$ cat config.mk
export PLATFORM = sky130hd
export DESIGN_NAME = seq_div_flat
export DESIGN_NICKNAME = d
export VERILOG_FILES = /design/src/rtl/seq_div_pkg.sv /design/src/rtl/seq_div_if.sv /design/src/rtl/seq_div_step.sv /design/src/rtl/seq_div.sv /design/src/flat_wrapper.sv
export SDC_FILE = /design/constraint.sdc
export NUM_CORES = 1
export LEC_CHECK = 0
export ABC_AREA = 1
export CORE_ASPECT_RATIO = 0.75
export CORE_UTILIZATION = 60
export DETAILED_ROUTE_END_ITERATION = 10
export GPL_ROUTABILITY_DRIVEN = 0
export PLACE_DENSITY = 0.95
export SYNTH_ARGS = -nofsm -noshare
export SYNTH_HDL_FRONTEND = slang
export SYNTH_SLANG_ARGS = --single-unit
$ cat constraint.sdc
create_clock -name clk -period 3.4 [get_ports clk]
set_input_delay 0.34 -clock clk [delete_from_list [all_inputs] [get_ports clk]]
set_output_delay 0.34 -clock clk [all_outputs]
set_load 0.02 [all_outputs]
$ cat src/rtl/seq_div_pkg.sv
// Purpose : shared types and constants for the seq_div radix-2 restoring divider.
// Latency : n/a (declarations only).
// Backpressure: n/a.
// Contents: FSM state encoding, default widths, saturated quotient used for dbz/ovf results.
package seq_div_pkg;

    localparam int WIDTH_DEF = 32;
    localparam int CNT_W_DEF = 6;

    // Saturated quotient returned on divide-by-zero or overflow. Kept wide and
    // sliced by the user so any WIDTH up to 64 can share the one constant.
    localparam int                 SAT_MAX_W = 64;
    localparam logic [SAT_MAX_W-1:0] QUOT_SAT = '1;

    typedef enum logic [1:0] {
        ST_IDLE = 2'd0,
        ST_RUN  = 2'd1,
        ST_FIN  = 2'd2
    } state_t;

endpackage

$ cat src/rtl/seq_div_if.sv
// Purpose : start/busy/done handshake and operand/result bundle between ALU control and seq_div.
// Latency : n/a (wiring only).
// Backpressure: none; master may only launch a division when the divider is idle or signalling done.
// Modports: master = ALU control (drives start/operands), slave = divider (drives busy/done/results/flags).
interface seq_div_if #(
    parameter int WIDTH = 32
);
    logic                 start;
    logic [2*WIDTH-1:0]   dividend;
    logic [WIDTH-1:0]     divisor;
    logic                 busy;
    logic                 done;
    logic [WIDTH-1:0]     quotient;
    logic [WIDTH-1:0]     remainder;
    logic                 dbz;
    logic                 ovf;

    modport master (
        output start, dividend, divisor,
        input  busy, done, quotient, remainder, dbz, ovf
    );

    modport slave (
        input  start, dividend, divisor,
        output busy, done, quotient, remainder, dbz, ovf
    );
endinterface

$ cat src/rtl/seq_div_step.sv
// Purpose : one combinational restoring-division step (shift in one dividend bit, trial subtract).
// Latency : combinational.
// Backpressure: none.
// Ports   : pr (partial remainder, < divisor), bit_in (next dividend bit), divisor -> pr_next, q_bit.
module seq_div_step #(
    parameter int WIDTH = 32
) (
    input  logic [WIDTH-1:0] pr,
    input  logic             bit_in,
    input  logic [WIDTH-1:0] divisor,
    output logic [WIDTH-1:0] pr_next,
    output logic             q_bit
);
    // The shifted value is WIDTH+1 bits; its top bit is the carry out of pr.
    logic [WIDTH:0]   shifted;
    logic             borrow;
    logic [WIDTH-1:0] diff;

    assign shifted = {pr, bit_in};

    // Trial subtraction at WIDTH+1 bits on the low part only. If the carry bit
    // is set the shifted value is >= 2^WIDTH > divisor, so the subtraction must
    // succeed; because pr < divisor the true difference is still < 2^WIDTH and
    // equals the low WIDTH bits of the wrapped difference.
    assign {borrow, diff} = {1'b0, shifted[WIDTH-1:0]} - {1'b0, divisor};

    assign q_bit   = shifted[WIDTH] | ~borrow;
    assign pr_next = q_bit ? diff : shifted[WIDTH-1:0];
endmodule

$ cat src/rtl/seq_div.sv
// Purpose : iterative radix-2 restoring divider, 2*WIDTH-bit dividend / WIDTH-bit divisor -> quotient, remainder.
// Latency : done after edge T+WIDTH+1 for a start sampled at edge T; dbz/ovf (and early-out) results after edge T+1.
// Backpressure: one division in flight; start is ignored unless idle, next start accepted in the done cycle.
// Ports   : clk, rst_n (async active-low), bus (seq_div_if.slave: start/dividend/divisor in;
//           busy/done/quotient/remainder/dbz/ovf out). Optional macro SEQ_DIV_EARLY_OUT_EN finishes
//           dividend < divisor cases at edge T+1 with identical results.
module seq_div
    import seq_div_pkg::*;
#(
    parameter int WIDTH = WIDTH_DEF,
    parameter int CNT_W = CNT_W_DEF
) (
    input  logic     clk,
    input  logic     rst_n,
    seq_div_if.slave bus
);
    localparam logic [WIDTH-1:0] SAT = QUOT_SAT[WIDTH-1:0];

    state_t           state_q, state_d;
    logic [WIDTH-1:0] pr_q;
    logic [WIDTH-1:0] sh_q;
    logic [WIDTH-1:0] div_q;
    logic [CNT_W-1:0] cnt_q;
    logic [WIDTH-1:0] quot_q, rem_q;
    logic             done_q, dbz_q, ovf_q;

    // A short-path result (dbz, ovf, early-out) waits one cycle in IDLE so that
    // done lands after edge T+1 without the divider ever looking busy.
    logic             quick_q, qk_dbz_q, qk_ovf_q;

    logic [WIDTH-1:0] hi, lo;
    logic             is_dbz, is_ovf, is_early, quick_take, accept;
    logic [WIDTH-1:0] step_pr;
    logic             step_q;

    assign hi = bus.dividend[2*WIDTH-1:WIDTH];
    assign lo = bus.dividend[WIDTH-1:0];

    assign is_dbz = (bus.divisor == '0);
    // Upper half >= divisor means the quotient cannot fit in WIDTH bits.
    assign is_ovf = !is_dbz && (hi >= bus.divisor);
`ifdef SEQ_DIV_EARLY_OUT_EN
    assign is_early = !is_dbz && (hi == '0) && (lo < bus.divisor);
`else
    assign is_early = 1'b0;
`endif
    assign quick_take = is_dbz | is_ovf | is_early;

    seq_div_step #(.WIDTH(WIDTH)) u_step (
        .pr      (pr_q),
        .bit_in  (sh_q[WIDTH-1]),
        .divisor (div_q),
        .pr_next (step_pr),
        .q_bit   (step_q)
    );

    always_ff @(posedge clk or negedge rst_n) begin
        if (!rst_n) state_q <= ST_IDLE;
        else        state_q <= state_d;
    end

    always_comb begin
        state_d  = state_q;
        accept   = 1'b0;
        bus.busy = 1'b0;
        case (state_q)
            ST_IDLE: begin
                // The cycle holding a pending short-path result is not idle for new work.
                accept = bus.start && !quick_q;
                if (accept && !quick_take) state_d = ST_RUN;
            end
            ST_RUN: begin
                bus.busy = 1'b1;
                if (cnt_q == CNT_W'(1)) state_d = ST_FIN;
            end
            ST_FIN: begin
                bus.busy = 1'b1;
                state_d  = ST_IDLE;
            end
            default: state_d = ST_IDLE;
        endcase
    end

    always_ff @(posedge clk or negedge rst_n) begin
        if (!rst_n) begin
            pr_q     <= '0;
            sh_q     <= '0;
            div_q    <= '0;
            cnt_q    <= '0;
            quot_q   <= '0;
            rem_q    <= '0;
            done_q   <= 1'b0;
            dbz_q    <= 1'b0;
            ovf_q    <= 1'b0;
            quick_q  <= 1'b0;
            qk_dbz_q <= 1'b0;
            qk_ovf_q <= 1'b0;
        end else begin
            done_q  <= 1'b0;
            quick_q <= 1'b0;
            case (state_q)
                ST_IDLE: begin
                    if (quick_q) begin
                        quot_q <= sh_q;
                        rem_q  <= pr_q;
                        dbz_q  <= qk_dbz_q;
                        ovf_q  <= qk_ovf_q;
                        done_q <= 1'b1;
                    end else if (accept) begin
                        if (quick_take) begin
                            quick_q  <= 1'b1;
                            qk_dbz_q <= is_dbz;
                            qk_ovf_q <= is_ovf;
                            sh_q     <= (is_dbz | is_ovf) ? SAT : '0;
                            pr_q     <= lo;
                        end else begin
                            pr_q  <= hi;
                            sh_q  <= lo;
                            div_q <= bus.divisor;
                            cnt_q <= CNT_W'(WIDTH);
                        end
                    end
                end
                ST_RUN: begin
                    // Dividend bits leave the top of sh_q as quotient bits enter the bottom.
                    pr_q  <= step_pr;
                    sh_q  <= {sh_q[WIDTH-2:0], step_q};
                    cnt_q <= cnt_q - CNT_W'(1);
                end
                ST_FIN: begin
                    quot_q <= sh_q;
                    rem_q  <= pr_q;
                    dbz_q  <= 1'b0;
                    ovf_q  <= 1'b0;
                    done_q <= 1'b1;
                end
                default: ;
            endcase
        end
    end

    assign bus.done      = done_q;
    assign bus.quotient  = quot_q;
    assign bus.remainder = rem_q;
    assign bus.dbz       = dbz_q;
    assign bus.ovf       = ovf_q;
endmodule

$ cat src/flat_wrapper.sv
// flat-port wrapper written by rule: the top's interface ports become plain ports
module seq_div_flat import seq_div_pkg::*;
#(
    parameter int WIDTH = WIDTH_DEF,
    parameter int CNT_W = CNT_W_DEF
)
  (clk, rst_n, bus_start, bus_dividend, bus_divisor, bus_busy, bus_done, bus_quotient, bus_remainder, bus_dbz, bus_ovf);
  seq_div_if #(.WIDTH(WIDTH)) bus_i ();
  input  logic clk;
  input  logic rst_n;
  input wire logic [$bits(bus_i.start)-1:0] bus_start;
  input wire logic [$bits(bus_i.dividend)-1:0] bus_dividend;
  input wire logic [$bits(bus_i.divisor)-1:0] bus_divisor;
  output wire logic [$bits(bus_i.busy)-1:0] bus_busy;
  output wire logic [$bits(bus_i.done)-1:0] bus_done;
  output wire logic [$bits(bus_i.quotient)-1:0] bus_quotient;
  output wire logic [$bits(bus_i.remainder)-1:0] bus_remainder;
  output wire logic [$bits(bus_i.dbz)-1:0] bus_dbz;
  output wire logic [$bits(bus_i.ovf)-1:0] bus_ovf;
  assign bus_i.start = bus_start;
  assign bus_i.dividend = bus_dividend;
  assign bus_i.divisor = bus_divisor;
  assign bus_busy = bus_i.busy;
  assign bus_done = bus_i.done;
  assign bus_quotient = bus_i.quotient;
  assign bus_remainder = bus_i.remainder;
  assign bus_dbz = bus_i.dbz;
  assign bus_ovf = bus_i.ovf;
  seq_div #(.WIDTH(WIDTH), .CNT_W(CNT_W)) u_core (.clk(clk), .rst_n(rst_n), .bus(bus_i));
endmodule
==> impl_metrics.toml <==
[status]
run_status = "complete, no violations"

[timing]
finClkSkew_ns = 0.0106
hold_violations = 0
fin_crit_sh_pct = 86.4
fmax_mhz = 341
setup_viol = 0
tns_ns = 0
timing.final.ws_setup_ns = 0.464
worstMarginPinSlew_ns = 1.18
relSlewSlack_pct = 21.4
min_period_ns = 2.94
rsz0062_at_grt = "false"
slew_viol_final = 0
whs_ns = 0.505

[logic_synthesis]
postSynthCellCount = 1691
synth.distinct_cells = 36
syn-cell-area_sq_um = 11800
ys_seq_area_share_pct = 36.9
ys_ff_latch = 174
synthArstFlopShare_pct = 100
syn_nets = 1860
synth-edff-count = 0
avgSynthCellArea_sq_um = 6.98
yosys_most_used_dff = "dfrtp_1"
yosysWarnings = 0

[worst_setup_path]
cp_num_buf_inv = 2
worstSetupPathType = "reg2reg"
worstPathMaxFanout = 20
slowest_stage = "fa_1"
crit_family = "simple AND/OR/NAND/NOR gates"
crit_path_frequent_cell = "nand2_1"
cp-startpoint = "u_core.sh_q[31]"
endpoint_kind = "flop"
path_cells = "inv_1 -> ha_1 -> fa_1 -> inv_1 -> nand2_1 -> nand2_1 -> nand3_1 -> nand2_1 -> nand2_1 -> nand2_2 -> nand3_4 -> nand2_4 -> nand2_4 -> nor2_1 -> nor2_1 -> nand2_1 -> nand2_1 -> nand2_1"
start_kind = "flop"
max_stage_delay_ns = 0.42
worstPathRequired_ns = 3.78
crit_arrival_ns = 3.32
rr_startpoint = "u_core.sh_q[31]"

[floorplan]
core_sq_um = 19300
die-height_um = 123
rows = 44
die_w_um = 164
die_area_sq_um = 20200
ios = 167
initial_core_util_pct = 61.1

[global_routing]
antenna_found_initial = 0
grt_start_max_net_pins = 81
grt_pass1_vias = 12000
grt_pass1_wl_um = 59500
grt-ovfl-total = 0
grt.total_usage_pct = 38.2

[route]
drt_wl_total_um = 38000
dr.pass1.iters = 10
wl_per_cell_um = 18.1
drtAntennaViolNets = 0
vias = 12600
detail_route.vias_per_cell = 6.02
drc = 0
first_iter_violations = 1716

[cts]
cts_max_level = 4
insertion_delay_ns = 0.45
cts_resized = 0
numCtsBuffers = 17
cts_root_buffer = "clkbuf_16"
cts_sinks = 174
post_cts_buffers = 0
tritoncts = "yes"
cts_buffer_depth = 2
clk_transition_reported_paths_ns = 0.08
cts_hold_buf = 1

[finish]
instances_no_fill = 2098
fillCellCount = 1336
final_nets = 2000
areaGrowthSynthToFinish_pct = 20.8
drive_gt1_share_pct = 6.51

[pwr]
p_leak_nw = 7.46
swShare_pct = 51.2
switchingPower_mw = 7.97
power_density_nw_per_um2 = 1090
power_frac_comb_pct = 62.4
p_seq_share_pct = 24.6
ir_worst_vdd_uv = 562
clockPowerShare_pct = 13.0
p_int_mw = 7.59

[placed_design]
port_buffers = 166
dp_slack_ns = 0.373
post-dp-hpwl_um = 27000
dp_cells = 2064

[worst_hold_path]
hp-start = "u_core.sh_q[10]"
hold_path_class = "reg2reg"

[run]
maxCapViolCount = 0
flip-flops by register name, indices dropped and copies added (netlist names):
| signal | count |
|---|---|
| u_core.qk_dbz_q | 1 |
| u_core.cnt_q | 6 |
| u_core.bus.quotient | 32 |
| u_core.state_q | 2 |
| u_core.bus.remainder | 32 |
| u_core.bus.ovf | 1 |
| u_core.bus.done | 1 |
| u_core.bus.dbz | 1 |
| u_core.qk_ovf_q | 1 |
| u_core.quick_q | 1 |
| u_core.div_q | 32 |
| u_core.pr_q | 32 |
| u_core.sh_q | 32 |
metrics by stage:
stage               power (mW)  utilization (%)  cell area [sq um]
global route              16.5             73.8              14300
global placement          12.5             70.7              13700
detailed placement        13.0             70.7              13700
finish                    15.6             73.8              14300
CTS                       15.2             73.8              14300
floorplan                 10.1                -              11800
cells by family after synthesis:
| logic type | after synthesis | share of synthesized area, % |
|---|---|---|
| xor gates and xnor gates | 18 | 1.34 |
| AOI/OAI and AO/OA | 199 | 8.96 |
| adders and majority gates | 70 | 7.49 |
| and+or+nand+nor | 824 | 29.4 |
| muxes | 38 | 3.63 |
| DFF | 174 | 36.9 |
| buffers and inverters | 368 | 12.2 |
cell type report:
| class | instances | area [sq um] | share of cell area (%) |
|---|---|---|---|
| multi-input cells | 1149 | 6020 | 42.3 |
| flip-flops and latches | 174 | 4350 | 30.5 |
| repair buffers | 187 | 1840 | 12.9 |
| inverters | 302 | 1130 | 7.95 |
| clock buffers | 19 | 443 | 3.11 |
| well taps | 253 | 317 | 2.22 |
| clock inverters | 13 | 145 | 1.02 |
| diodes | 1 | 2.50 | 0.0176 |
per-layer routing:
metal | global-route usage, % | part of all wire [%]
met5 | 0 | 0
met4 | 22.7 | 6.2
met3 | 10.7 | 13
met2 | 60.5 | 44
met1 | 46.8 | 37
placed cells by master (no fill, tap or decap), drive strengths merged:
cell type / instances
and2: 3
nand2: 486
inv: 309
o31ai: 1
nand3b: 5
diode: 1
nor3: 39
nand3: 67
xnor2: 4
buf: 21
clkbuf: 19
clkdlybuf4s50: 165
nor4: 6
clkinvlp: 4
nand4: 49
nor2: 169
dfrtp: 174
o21a: 2
xor2: 14
fa: 1
o22a: 1
dlygate4sd3: 1
o21bai: 3
bufinv: 1
o22ai: 10
clkinv: 1
ha: 69
a21oi: 87
mux2: 38
o21ai: 95
cells in the mapped netlist (all sizes together) (6+ instances only):
cell    count  area (sq um)
o22ai      10          62.6
a21oi      87           465
nor4        6          37.5
nand3      67           365
nand4      49           307
xor2       14           123
mux2       38           428
dfrtp     174          4350
o21ai      95           475
clkbuf     34           128
nor3       39           200
nor2      169           662
inv       302          1130
nand2     486          1850
buf        32           183
ha         69           863
worst reg2reg max path: stages (launching register included):
cell and delay (ns):
dfrtp_1 0.35, inv_1 0.10, ha_1 0.26, fa_1 0.42, inv_1 0.10, nand2_1 0.07, nand2_1 0.07, nand3_1 0.07
nand2_1 0.13, nand2_1 0.08, nand2_2 0.12, nand3_4 0.15, nand2_4 0.21, nand2_4 0.23, nor2_1 0.21, nor2_1 0.07
nand2_1 0.08, nand2_1 0.08, nand2_1 0.08
final timing paths:
kind | to | slack, ns | depth (start not counted)
max | u_core.pr_q[28] | 0.46 | 18
min | u_core.sh_q[10] | 0.50 | 2
max reg2reg | u_core.pr_q[28] | 0.46 | 18
min reg2reg | u_core.sh_q[10] | 0.50 | 2
max in group asynchronous | u_core.div_q[23] | 1.97 | 3
min in group asynchronous | u_core.div_q[24] | 0.52 | 2
power by group through the flow:
stage	registers [mW]	clock network [mW]	logic, mW
2_1_floorplan	4.06	0	6.01
3_3_place_gp	3.75	0	8.79
3_5_place_dp	3.80	0	9.16
4_1_cts	3.78	2.00	9.37
5_1_grt	3.90	2.09	10.6
6_report	3.83	2.02	9.72
Power figures use the tool's default switching activity.
==> patch, RTL diff (same settings) <==
Re-encode `state_t` (3 states) as one-hot, 3 bits wide.
--- a/src/rtl/seq_div_pkg.sv
+++ b/src/rtl/seq_div_pkg.sv
@@ -12,10 +12,10 @@
     localparam int                 SAT_MAX_W = 64;
     localparam logic [SAT_MAX_W-1:0] QUOT_SAT = '1;
 
-    typedef enum logic [1:0] {
-        ST_IDLE = 2'd0,
-        ST_RUN  = 2'd1,
-        ST_FIN  = 2'd2
+    typedef enum logic [2:0] {
+        ST_IDLE = 3'b001,
+        ST_RUN  = 3'b010,
+        ST_FIN  = 3'b100
     } state_t;
 
 endpackage
Behaviour: no difference found for any inputs over 4 cycles, from zero or initial values and one cycle with rst_n low; so few cycles prove little.
==> patch against the original RTL <==
- design area down 0.52%
- highest routed layer unchanged
- global-route usage up 1.1 points
- critical endpoint is now u_core.pr_q[19]
- setup slack worse by 250 ps
- synthesized area down 1.3%
- sequential cell count up 1
- sequential share of layout area up 0.34 points
- routed wire length up 1.5%
Power is left out: it rests on default switching activity, and per cell area and clock period it moved more than threefold.
==> patch: results (changes against the original RTL) <==
| Metric | Value |
|---|---|
| Outcome | `completed (unchanged)` |
| CP Launch Point | `u_core.sh_q[31] (unchanged)` |
| Port Buffers | `166 (unchanged)` |
| Clk root buf | `clkbuf_16 (unchanged)` |
| Post-synthesis sequential area ratio | `37.6% (was 36.9%)` |
| CTS H-tree depth | `4 (unchanged)` |
| Initial antenna violation count | `1 (was 0)` |
| Via count | `12,500 (was 12,600)` |
| First-pass GRT wire length | `60,400 um (was 59,500 um)` |
| CP max FO | `28 (was 20)` |
| Total GRT Usage | `39.3% (was 38.2%)` |
| Xor/xnor share of the synthesized area | `1.13% (was 1.34%)` |
| Total global routing overflow | `0 (unchanged)` |
| Fill cells | `1,220 (was 1,336)` |
| Clock Skew | `11.3 ps (was 10.6 ps)` |
| Synth async-reset ratio | `100% (unchanged)` |
| Iteration count of the initial detailed-routing pass | `8 (was 10)` |
| Syn nets | `1,785 (was 1,860)` |
| Synth warn | `0 (unchanged)` |
| Primary FF master, synth | `dfrtp_1 (unchanged)` |
| HPWL Detailed | `27,400 um (was 27,000 um)` |
| Clk_lat worst skew | `450 ps (about the same)` |
| Post-synthesis adder-cell area fraction | `7.26% (was 7.49%)` |
| Vias in the first global route | `11,800 (was 12,000)` |
| Post-layout net count | `1,933 (was 2,000)` |
| Largest net degree at the start of global routing | `70 (was 81)` |
| Ant diodes | `0 (was 1)` |
| Slew @ Worst Pin | `942 ps (was 1180 ps)` |
| Leading cell types by count after synthesis | `423 x nand2_1, 270 x inv_1, 174 x dfrtp_1 (was 481 x nand2_1, 302 x inv_1, 174 x dfrtp_1)` |
| Layout cell share with drive strength beyond 1 | `8.37% (was 6.51%)` |
| Iter 0 DRT Violations | `2,014 (was 1,716)` |
| Top cells by area, synth | `dfrtp_1 37%, nand2_1 14%, inv_1 8.7%, ha_1 7.1%, mux2_2 4.7% (was dfrtp_1 37%, nand2_1 15%, inv_1 9.6%, ha_1 7.3%, nor2_1 5.0%)` |
| Synth cell types | `36 (unchanged)` |
| Hold WC Path Type | `input port to async pin (was flop to flop)` |
| Synth Area in Compound Gates | `9.55% (was 8.96%)` |
| Final WL | `38,600 um (was 38,000 um)` |
| Mux contribution to synthesized area | `4.74% (was 3.63%)` |
==> patch: stage by stage <==
stage          setup WS (ps)  hold WS [ps]  cells  area (um^2)
3_5_place_dp             241           389   1994        13600
5_1_grt                 72.3           525   2027        14200
4_1_cts                  247           494   2027        14200
6_report                 213           458   2027        14200
2_1_floorplan           1190          44.4   1619        11600
3_3_place_gp             306           380   1994        13600
==> patch: cell type report <==
type	instances	area share, %
multi-input combinational	1108	42.1
timing repair buffer	192	13.5
inverter	273	7.23
clock buffer	18	3.10
tap	247	2.18
sequential	175	30.9
clock inverter	14	1.03
==> patch: metal layers <==
metal  track usage, %  part of all wire, %
met4             22.9                  6.3
met1             49.9                   36
met3             9.02                   13
met5            0.253                    0
met2             61.9                   44
==> patch: worst max-delay path, cell delays in order (launching register included) <==
cell and delay, ps:
dfrtp_1 370, inv_1 100, ha_1 290, fa_1 440, inv_1 100, nand2_1 70, nand2_1 90, nand3_1 80
nand2_2 120, nand2_1 80, nand2_2 140, nand3_4 200, nand2_4 170, nand2_4 290, a21oi_1 330, nor2_1 90
a21oi_1 120
==> patch: kinds of logic (layout without fill, tap and decap cells) <==
family,count (synthesis),after routing
AOI/OAI and AO/OA,210,210
adders and majority gates,67,67
DFF,175,175
and+or+nand+nor,767,767
xor gates and xnor gates,15,15
muxes,49,49
buffers and inverters,336,497
==> patch: what timing repair did <==
action | 4_1_cts | 5_1_grt
hold buffers | 1 | 0
setup buffers | 0 | 0
resized for setup | 0 | 1
endpoints found under the setup margin | 0 | 1
endpoints found under the hold margin | 64 | 0
==> patch: path summary, 6_finish.rpt <==
path | to | slack, ps | cells past startpoint
max reg2reg | u_core.pr_q[19] | 210 | 16
max | u_core.pr_q[19] | 210 | 16
min in group clk | u_core.div_q[10] | 490 | 2
min reg2reg | u_core.div_q[10] | 490 | 2
max in group asynchronous | u_core.state_q[0] | 2060 | 3
min | u_core.bus.remainder[30] | 460 | 2
